$ cat src/rtl/gray_binarize_pkg.sv
// Shared types and constants for the gray_binarize video stage and
// the stream helpers built around it.
package gray_binarize_pkg;

  localparam int DATA_W = 32;
  localparam int PIX_W  = 10;

  localparam logic [29:0] WHITE_PIX = 30'h3FFF_FFFF;
  localparam logic [29:0] BLACK_PIX = 30'h0;

  typedef enum logic {
    WAIT_SOF = 1'b0,
    ACTIVE   = 1'b1
  } state_t;

  typedef struct packed {
    logic [DATA_W-1:0] tdata;
    logic              tuser;
    logic              tlast;
  } axis_beat_t;

endpackage

$ cat src/rtl/axis_skid_buf.sv
// Two-entry AXI4-Stream buffer. The upstream ready is a flop that depends
// only on occupancy, so no combinational path runs from out_ready to in_ready.
module axis_skid_buf
  import gray_binarize_pkg::*;
(
  input  logic       axis_aclk,
  input  logic       axis_aresetn,
  input  axis_beat_t in_beat,
  input  logic       in_valid,
  output logic       in_ready,
  output axis_beat_t out_beat,
  output logic       out_valid,
  input  logic       out_ready
);

  axis_beat_t mem [2];
  logic       rd_ptr;
  logic       wr_ptr;
  logic [1:0] count;
  logic [1:0] count_nxt;
  logic       push;
  logic       pop;

  assign push      = in_valid & in_ready;
  assign pop       = out_valid & out_ready;
  assign out_valid = (count != 2'd0);
  assign out_beat  = mem[rd_ptr];

  assign count_nxt = count + 2'(push) - 2'(pop);

  always_ff @(posedge axis_aclk or negedge axis_aresetn) begin
    if (!axis_aresetn) begin
      // NOTE: the storage is reset on purpose so the output word reads zero
      // out of reset; data-only RAMs elsewhere normally skip this.
      mem[0]   <= '0;
      mem[1]   <= '0;
      rd_ptr   <= 1'b0;
      wr_ptr   <= 1'b0;
      count    <= 2'd0;
      in_ready <= 1'b0;
    end else begin
      // NOTE: non-blocking assignments keep every flop sampling pre-edge
      // values; blocking ones here would create order-dependent races.
      if (push) begin
        mem[wr_ptr] <= in_beat;
        wr_ptr      <= ~wr_ptr;
      end
      if (pop) begin
        rd_ptr <= ~rd_ptr;
      end
      count    <= count_nxt;
      in_ready <= (count_nxt != 2'd2);
    end
  end

endmodule

$ cat src/rtl/gray_binarize.sv
// Thresholds a 10-bit gray pixel to black/white, with config shadowed at
// start-of-frame and per-frame white/line statistics.
module gray_binarize #(
  parameter int DATA_W = gray_binarize_pkg::DATA_W,
  parameter int PIX_W  = gray_binarize_pkg::PIX_W,
  parameter int CNT_W  = 32
) (
  input  logic              axis_aclk,
  input  logic              axis_aresetn,
  input  logic [DATA_W-1:0] s_axis_tdata,
  input  logic              s_axis_tvalid,
  output logic              s_axis_tready,
  input  logic              s_axis_tuser,
  input  logic              s_axis_tlast,
  output logic [DATA_W-1:0] m_axis_tdata,
  output logic              m_axis_tvalid,
  input  logic              m_axis_tready,
  output logic              m_axis_tuser,
  output logic              m_axis_tlast,
  input  logic              cfg_enable,
  input  logic [PIX_W-1:0]  cfg_threshold,
  input  logic              cfg_invert,
  output logic [CNT_W-1:0]  stat_white_cnt,
  output logic [CNT_W-1:0]  stat_line_cnt,
  output logic [CNT_W-1:0]  stat_drop_cnt,
  output logic              stat_frame_pulse
);

  import gray_binarize_pkg::*;

  state_t            state_q;
  state_t            state_d;
  logic              keep;
  logic              accept;

  logic              sh_en_q;
  logic              sh_inv_q;
  logic [PIX_W-1:0]  sh_thr_q;

  logic              en_eff;
  logic              inv_eff;
  logic [PIX_W-1:0]  thr_eff;
  logic [PIX_W-1:0]  gray;
  logic              white;

  logic [CNT_W-1:0]  white_acc_q;
  logic [CNT_W-1:0]  line_acc_q;
  logic [CNT_W-1:0]  white_inc;
  logic [CNT_W-1:0]  line_inc;

  axis_beat_t        in_beat;
  axis_beat_t        out_beat;

  assign accept = s_axis_tvalid & s_axis_tready;

  always_ff @(posedge axis_aclk or negedge axis_aresetn) begin
    if (!axis_aresetn) state_q <= WAIT_SOF;
    else               state_q <= state_d;
  end

  always_comb begin
    // NOTE: defaults first so no path through the case leaves a signal
    // unassigned, which would infer a latch.
    state_d = state_q;
    keep    = 1'b0;
    unique case (state_q)
      WAIT_SOF: begin
        keep = s_axis_tuser;
        if (accept && s_axis_tuser) state_d = ACTIVE;
      end
      ACTIVE:   keep = 1'b1;
      default:  state_d = WAIT_SOF;
    endcase
  end

  // The SOF beat is processed with the config it latches, not the old shadow.
  assign en_eff  = s_axis_tuser ? cfg_enable    : sh_en_q;
  assign inv_eff = s_axis_tuser ? cfg_invert    : sh_inv_q;
  assign thr_eff = s_axis_tuser ? cfg_threshold : sh_thr_q;

  assign gray  = s_axis_tdata[PIX_W-1:0];
  assign white = (gray >= thr_eff) ^ inv_eff;

  always_comb begin
    in_beat.tdata = s_axis_tdata;
    in_beat.tuser = s_axis_tuser;
    in_beat.tlast = s_axis_tlast;
    if (en_eff) in_beat.tdata = {2'b00, (white ? WHITE_PIX : BLACK_PIX)};
  end

  axis_skid_buf u_skid (
    .axis_aclk    (axis_aclk),
    .axis_aresetn (axis_aresetn),
    .in_beat      (in_beat),
    .in_valid     (s_axis_tvalid & keep),
    .in_ready     (s_axis_tready),
    .out_beat     (out_beat),
    .out_valid    (m_axis_tvalid),
    .out_ready    (m_axis_tready)
  );

  assign m_axis_tdata = out_beat.tdata;
  assign m_axis_tuser = out_beat.tuser;
  assign m_axis_tlast = out_beat.tlast;

  assign white_inc = CNT_W'(en_eff & white);
  assign line_inc  = CNT_W'(s_axis_tlast);

  always_ff @(posedge axis_aclk or negedge axis_aresetn) begin
    if (!axis_aresetn) begin
      sh_en_q          <= 1'b0;
      sh_inv_q         <= 1'b0;
      sh_thr_q         <= '0;
      white_acc_q      <= '0;
      line_acc_q       <= '0;
      stat_white_cnt   <= '0;
      stat_line_cnt    <= '0;
      stat_drop_cnt    <= '0;
      stat_frame_pulse <= 1'b0;
    end else begin
      stat_frame_pulse <= 1'b0;
      if (accept) begin
        if (s_axis_tuser) begin
          sh_en_q     <= cfg_enable;
          sh_inv_q    <= cfg_invert;
          sh_thr_q    <= cfg_threshold;
          white_acc_q <= white_inc;
          line_acc_q  <= line_inc;
          // The first SOF after reset closes no frame, so publishes nothing.
          if (state_q == ACTIVE) begin
            stat_white_cnt   <= white_acc_q;
            stat_line_cnt    <= line_acc_q;
            stat_frame_pulse <= 1'b1;
          end
        end else if (state_q == ACTIVE) begin
          white_acc_q <= white_acc_q + white_inc;
          line_acc_q  <= line_acc_q + line_inc;
        end else if (stat_drop_cnt != '1) begin
          stat_drop_cnt <= stat_drop_cnt + CNT_W'(1);
        end
      end
    end
  end

endmodule

$ cat config.mk
export PLATFORM = sky130hd
export DESIGN_NAME = gray_binarize
export DESIGN_NICKNAME = d
export VERILOG_FILES = /design/src/rtl/gray_binarize_pkg.sv /design/src/rtl/axis_skid_buf.sv /design/src/rtl/gray_binarize.sv
export SDC_FILE = /design/constraint.sdc
export NUM_CORES = 1
export LEC_CHECK = 0
export CORE_ASPECT_RATIO = 0.9
export CORE_MARGIN = 2
export CORE_UTILIZATION = 48
export CTS_CLUSTER_DIAMETER = 60
export DETAILED_ROUTE_END_ITERATION = 16
export PLACE_DENSITY_LB_ADDON = 0.05
export SYNTH_ARGS = -nofsm -noshare
export SYNTH_HDL_FRONTEND = slang
export SYNTH_SLANG_ARGS = --single-unit
export TNS_END_PERCENT = 1
$ cat constraint.sdc
create_clock -name axis_aclk -period 2.9 [get_ports axis_aclk]
set_input_delay 0.58 -clock axis_aclk [delete_from_list [all_inputs] [get_ports axis_aclk]]
set_output_delay 0.58 -clock axis_aclk [all_outputs]
set_load 0.02 [all_outputs]
==> reports/qor_table.md, run 1 <==
| Result | Reported |
|---|---|
| Result of the run | finished with violations |
| Violations in the final reports | negative setup slack |
| Ys flop type | sky130_fd_sc_hd__dfrtp_1 |
| Reg clk slew, reported paths | 0.06 ns |
| Slowest cell on the critical path | sky130_fd_sc_hd__clkdlybuf4s50_1 |
| Final Instance Count excl. Fillers | 1546 |
| Initial Utilization | 49.2% |
| Chip width | 165 um |
| Setup clock skew after layout | 0.0119 ns |
| Floorplan die height | 149 um |
| Number of DRC markers after the initial detailed-route iteration | 404 |
| Crit path buffers/inverters | 3 |
| WHS | 0.00640 ns |
| Buffers from clock root to sink, at most | 3 |
| Clock root buffer | sky130_fd_sc_hd__clkbuf_16 |
| Number of maximum-capacitance constraint violations | 0 |
| Fraction of final layout cells sized beyond drive strength 1 | 20.8% |
| Combined area of all synthesized cells | 11100 um^2 |
| Post-synthesis sequential area ratio | 55.4% |
| Avg Inst Size Synth | 11.2 um^2 |
| Number of vias per cell after detailed routing | 5.24 |
| Max FO, Critical Path | 3 |
| Net switching share of the total power | 31.6% |
| Total global-route track usage | 21.0% |
| Count of boundary I/O pins | 183 |
| Unrepaired setup endpoints after global routing | yes |
| Most area-hungry cell type in the Yosys netlist | sky130_fd_sc_hd__dfrtp_1 |
| Final #Nets | 1300 |
| Number of endpoints with negative hold slack in the final report | 0 |
| Die area | 24500 um^2 |
| Longest individual stage delay on the worst path | 0.47 ns |
| Final design instance area without fill | 14800 um^2 |
| Worst hold path type | input pin to asynchronous set/reset pin |
| Power per cell area | 797 nW/um^2 |
| Slew of the pin with the lowest slew margin | 0.566 ns |
| Estimated wirelength of the detail-placed design | 17100 um |
| Max-slew headroom at the worst pin | 62.2% |
| CTS Sinks | 247 |
| Largest net degree at the start of global routing | 71 |
| Sequential fraction of design power | 38.1% |
| Initial antenna violation count | 0 |
| DRT Pass-1 Iters | 5 |
| Cell count after synthesis | 996 |
| Distinct cells, synth | 56 |
| Cells along the critical path | clkdlybuf4s50_1 -> ha_1 -> a211o_1 -> a21oi_2 -> o21ai_2 -> a21oi_2 -> xnor2_1 -> nor2_2 -> buf_4 -> ha_1 -> o2111a_1 -> nand4_1 -> nor3_1 -> buf_4 -> nand3_1 -> xor2_1 -> nor2_1 |
| Net switching power of the design | 3.72 mW |
| Insertion delay to the later sink of the worst-skew pair | 0.52 ns |
| Crit path launch type | input pin |
| Total via count after detailed routing | 8105 |
| Floorplan row count | 52 |
| Min Clock Period, post-route | 3.05 ns |
| Post-layout util | 65.2% |
| Htree depth | 1 |
| Total placed instance area | 13800 um^2 |
| P_leak | 6.61 nW |
| Tcrit/Tclk final | 105% |
| Routed len/inst | 16.3 um |
| Maximum clock frequency | 327 MHz |
| Synth warnings | 0 |
| CTS buffer count | 26 |
| Post-route setup slack | -0.154 ns |
| Antenna diode count | 0 |
| Number of storage elements in the synthesis netlist | 247 |
| Final routed wirelength across all metal layers | 25200 um |
| Asr flop ratio synth | 100% |
| Final setup violation count | 21 |
| Core area | 22600 um^2 |
| Sum of internal, switching and leakage power | 11.8 mW |
| Placed cells | 1495 |
| Portion of total power attributed to combinational logic | 33.7% |
| Top Family by Delay on Critical Path | compound AO/OA/AOI/OAI gates |
| Clock network fraction of design power | 28.2% |
| Net count after synthesis | 1063 |
| CP arrival | 3.46 ns |
| Buffers on Ports | 182 |
| First-pass GRT wire length | 41600 um |
| Count of nets left with antenna violations after detail routing | 0 |
| Top cell type's share of synthesized area | 55.4% |
| Via count of the first global-routing pass | 8021 |
| Maximum resistive drop on vdd | 0.000580 V |
| Number of remaining DRC errors | 0 |
| Max-slew violation count | 0 |
| CP Class | input pin to flop |
| CTS tree | done |
| Critical Path RT | 3.30 ns |
| Cell types occupying the most area after synthesis | sky130_fd_sc_hd__dfrtp_1 (55%), sky130_fd_sc_hd__mux2_2 (11%), sky130_fd_sc_hd__nor2_1 (4.4%), sky130_fd_sc_hd__xor2_1 (3.5%), sky130_fd_sc_hd__xnor2_1 (3.2%) |
| Crit path capture type | flop |
| Post-synthesis to final-layout area growth | 32.5% |
| Leftover overflow at the end of global routing | 0 |
| Internal Dissipation | 8.05 mW |
| Number of enable-type register cells in the synthesized netlist | 0 |
| Routability Congestion | 0.799 |
[layer usage]
layer,vias to the layer above,share of wire [%],GRT usage (%)
met4,0,1.7,4.22
met5,-,0,0
met1,3964,47,30.0
met2,172,46,33.2
met3,32,5.7,4.63
li1,3937,-,-
[power groups by stage]
stage,clock network (mW),logic (mW),registers [mW]
6_report,3.32,3.96,4.48
5_1_grt,3.55,4.29,4.57
4_1_cts,3.42,4.00,4.48
3_5_place_dp,0,3.94,4.53
3_3_place_gp,0,3.89,4.51
2_1_floorplan,0,2.28,4.48
[per-stage QoR]
step / setup slack (ns) / TNS [ns]
finish: -0.154 / -2.01
global route: -0.464 / -7.83
CTS: -0.259 / -2.51
detailed placement: -1.20 / -57.83
global placement: -1.07 / -48.92
floorplan: -0.664 / -10.53
[path summary, 6_finish.rpt]
check	start	endpoint	slack, ns	cells after the start
worst max register to register	sh_thr_q[3]	white_acc_q[29]	-0.14	17
worst min register to register	u_skid.mem[34]	u_skid.mem[34]	0.47	2
worst max-delay path	s_axis_tdata[2]	white_acc_q[29]	-0.15	17
min in group axis_aclk	cfg_threshold[3]	sh_thr_q[3]	0.45	2
worst min-delay path	axis_aresetn	stat_line_cnt[15]	0.006	1
max in group asynchronous	axis_aresetn	stat_drop_cnt[18]	2.15	2
[layout make-up]
| class | instances | area (um^2) |
|---|---|---|
| Clock inverter | 6 | 83.8 |
| Tap cell | 297 | 372 |
| Clock buffer | 38 | 777 |
| Multi-Input combinational cell | 692 | 4830 |
| Timing Repair Buffer | 253 | 2480 |
| Inverter | 13 | 50.0 |
| Fill cell | 1860 | 7870 |
| Sequential cell | 247 | 6180 |
[placed cells by master, fill, tap and decap left out, drive strengths merged, types with 3 or more instances in the layout]
cell,Yosys,final
a21oi,48,48
a31oi,30,30
and2,6,6
and3,16,16
and4,12,12
buf,19,73
clkbuf,26,38
clkdlybuf4s50,0,173
clkinv,1,5
dfrtp,247,247
dlygate4sd2,0,7
ha,17,17
inv,12,12
mux2,108,108
mux2i,13,13
nand2,95,95
nand3,26,26
nand4,26,26
nor2,133,133
nor3,10,10
o21ai,25,25
or2,3,3
or3,14,15
xnor2,41,41
xor2,44,44
[timing repair]
action / 4_1_cts / 5_1_grt
hold buffers: 0 / 0
resized for setup: 24 / 4
endpoints found under the setup margin: 34 / 27
buffers inserted: 6 / 0
pin swaps: 26 / 6
gates cloned: 1 / 0
endpoints found under the hold margin: 0 / 0
[kinds of logic after synthesis]
group                      count (synthesis)  share of synthesized area [%]
muxes                                    121                           12.2
xor gates and xnor gates                  85                           6.68
and+or+nand+nor                          351                           15.1
DFF                                      247                           55.4
buffers and inverters                     58                           2.24
AOI/OAI and AO/OA                        117                           6.39
adders and majority gates                 17                           1.91
[synth_stat cells (all sizes together) (6+ instances only)]
| library cell | number |
|---|---|
| xor2 | 44 |
| and2 | 6 |
| and4 | 12 |
| dfrtp | 247 |
| ha | 17 |
| o21ai | 25 |
| nor2 | 133 |
| nand2 | 95 |
| buf | 19 |
| nand3 | 26 |
| and3 | 16 |
| nand4 | 26 |
| mux2 | 108 |
| a31oi | 30 |
| mux2i | 13 |
| inv | 12 |
| nor3 | 10 |
| or3 | 14 |
| xnor2 | 41 |
| clkbuf | 26 |
| a21oi | 48 |
[registers in the layout, summed over array words and instances (netlist names)]
name and flops:
u_skid.count 2, u_skid.rd_ptr 1, line_acc_q 32, white_acc_q 32, stat_drop_cnt 32, u_skid.wr_ptr 1
sh_en_q 1, u_skid.mem 68, stat_line_cnt 32, stat_white_cnt 32, sh_thr_q 10, sh_inv_q 1
state_q 1, u_skid.in_ready 1, stat_frame_pulse 1
Power figures use the tool's default switching activity.
==> run 2, diff against run 1 <==
CTS_CLUSTER_DIAMETER = not set   (was 60)
==> reports/qor_table.md, run 2 (synthesis gave the netlist of run 1 again) <==
| Result | Reported |
|---|---|
| Result of the run | finished with violations |
| Violations in the final reports | negative setup slack |
| Initial Utilization | 49.2% |
| Buffers from clock root to sink, at most | 3 |
| Tcrit/Tclk final | 106% |
| Startpoint of the worst setup timing path | s_axis_tdata[2] |
| Number of flip-flops under the largest register name | 68 |
| Floorplan die height | 149 um |
| Leading cell type in the layout, fill and taps excluded | sky130_fd_sc_hd__dfrtp_1 |
| Estimated wirelength of the detail-placed design | 17100 um |
| Critical Path RT | 3.29 ns |
| DRT Pass-1 Iters | 5 |
| Top register by number of flip-flops | u_skid.mem |
| Post-layout util | 65.1% |
| Commonest cells after routing, fill and taps aside | sky130_fd_sc_hd__dfrtp_1 (247), sky130_fd_sc_hd__clkdlybuf4s50_1 (173), sky130_fd_sc_hd__nor2_1 (124) |
| Routed len/inst | 16.2 um |
| Clock root buffer | sky130_fd_sc_hd__clkbuf_16 |
| Maximum resistive drop on vdd | 0.000580 V |
| Htree depth | 1 |
| Number of maximum-capacitance constraint violations | 0 |
| Final setup violation count | 21 |
| Final routed wirelength across all metal layers | 25200 um |
| Slew of the pin with the lowest slew margin | 0.563 ns |
| Total global-route track usage | 20.9% |
| Crit path launch type | input pin |
| Number of remaining DRC errors | 0 |
| Buffers on Ports | 182 |
| CP arrival | 3.47 ns |
| Final #Nets | 1306 |
| Worst hold path type | input pin to asynchronous set/reset pin |
| Via count of the first global-routing pass | 7994 |
| Insertion delay to the later sink of the worst-skew pair | 0.52 ns |
| Antenna diode count | 0 |
| Final Instance Count excl. Fillers | 1553 |
| Hold_buf cts | 0 |
| CTS tree | done |
| First-pass GRT wire length | 41600 um |
| Power per cell area | 787 nW/um^2 |
| Leftover overflow at the end of global routing | 0 |
| Max FO, Critical Path | 3 |
| P_leak | 6.61 nW |
| Crit path capture type | flop |
| Chip width | 165 um |
| CP Class | input pin to flop |
| Beginning of the worst register-to-register path | sh_thr_q[3] |
| Placed cells | 1495 |
| Number of vias per cell after detailed routing | 5.25 |
| Post-route setup slack | -0.175 ns |
| Largest net degree at the start of global routing | 71 |
| Initial antenna violation count | 0 |
| Post-synthesis to final-layout area growth | 32.3% |
| Floorplan row count | 52 |
| Max-slew headroom at the worst pin | 62.5% |
| Count of nets left with antenna violations after detail routing | 0 |
| Core area | 22600 um^2 |
| CTS buffer count | 26 |
| Setup clock skew after layout | 0.0145 ns |
| Count of boundary I/O pins | 183 |
| Routability Congestion | 0.799 |
| Fraction of final layout cells sized beyond drive strength 1 | 20.9% |
| Die area | 24500 um^2 |
| Min Clock Period, post-route | 3.07 ns |
| Reg clk slew, reported paths | 0.06 ns |
| Maximum clock frequency | 325 MHz |
| Max-slew violation count | 0 |
| Total via count after detailed routing | 8161 |
| Number of DRC markers after the initial detailed-route iteration | 469 |
| Unrepaired setup endpoints after global routing | yes |
| Number of endpoints with negative hold slack in the final report | 0 |
| CTS Sinks | 247 |
-- run 2: report_power, final --
group	switching, mW	leakage [nW]	internal, mW	total (mW)
sequential	0.383	3.20	4.10	4.48
clock	1.29	0.392	1.83	3.12
combinational	2.03	3.01	1.97	4.00
-- run 2: worst max-delay path, stage by stage --
cell	delay (ns)
sky130_fd_sc_hd__clkdlybuf4s50_1	0.47
sky130_fd_sc_hd__ha_1	0.23
sky130_fd_sc_hd__a211o_1	0.30
sky130_fd_sc_hd__a21oi_2	0.14
sky130_fd_sc_hd__o21ai_2	0.09
sky130_fd_sc_hd__a21oi_2	0.18
sky130_fd_sc_hd__xnor2_1	0.10
sky130_fd_sc_hd__nor2_2	0.15
sky130_fd_sc_hd__buf_4	0.13
sky130_fd_sc_hd__ha_1	0.13
sky130_fd_sc_hd__o2111a_1	0.21
sky130_fd_sc_hd__nand4_1	0.14
sky130_fd_sc_hd__nor3_1	0.16
sky130_fd_sc_hd__buf_4	0.15
sky130_fd_sc_hd__nand3_1	0.09
sky130_fd_sc_hd__xor2_1	0.16
sky130_fd_sc_hd__nor2_1	0.06
-- run 2: timing repair --
| action | 4_1_cts | 5_1_grt |
|---|---|---|
| setup buffers | 12 | 0 |
| cloned | 1 | 0 |
| endpoints found under the setup margin | 33 | 27 |
| pin swaps | 25 | 7 |
| gates resized for setup | 23 | 7 |
-- run 2: stage by stage --
step           power (mW)  TNS, ns  area, um^2  setup WS, ns  hold slack (ns)
6_report             11.6    -2.32       14700        -0.175           0.0230
5_1_grt              12.2    -7.44       14700        -0.448           0.0466
4_1_cts              11.7    -2.56       14700        -0.257           0.0380
3_5_place_dp         8.47   -57.83       13800         -1.20            0.467
3_3_place_gp         8.41   -48.92       13800         -1.07            0.457
2_1_floorplan        6.76   -10.53       11200        -0.664            0.284
-- run 2: final timing paths --
kind                                           to  slack, ns  cells past startpoint
max in group asynchronous       stat_drop_cnt[24]       2.13                      2
worst max register to register    white_acc_q[29]      -0.16                     17
worst max-delay path              white_acc_q[29]      -0.17                     17
worst min register to register     u_skid.mem[34]       0.47                      2
min in group axis_aclk                sh_thr_q[3]       0.46                      2
worst min-delay path               line_acc_q[15]       0.02                      1
-- run 2: layer usage --
layer | wire [um] | up-vias | global-route usage, %
li1 | - | 3946 | -
met1 | 12000 | 4016 | 30.5
met2 | 11400 | 172 | 32.6
met3 | 1440 | 27 | 4.66
met4 | 368 | 0 | 3.83
met5 | 0 | - | 0
-- run 2: cell type report --
cell class | count | area [um^2]
Timing Repair Buffer | 259 | 2520
Clock inverter | 3 | 15.0
Multi-Input combinational cell | 692 | 4820
Sequential cell | 247 | 6180
Fill cell | 1855 | 7900
Inverter | 13 | 50.0
Tap cell | 297 | 372
Clock buffer | 42 | 782
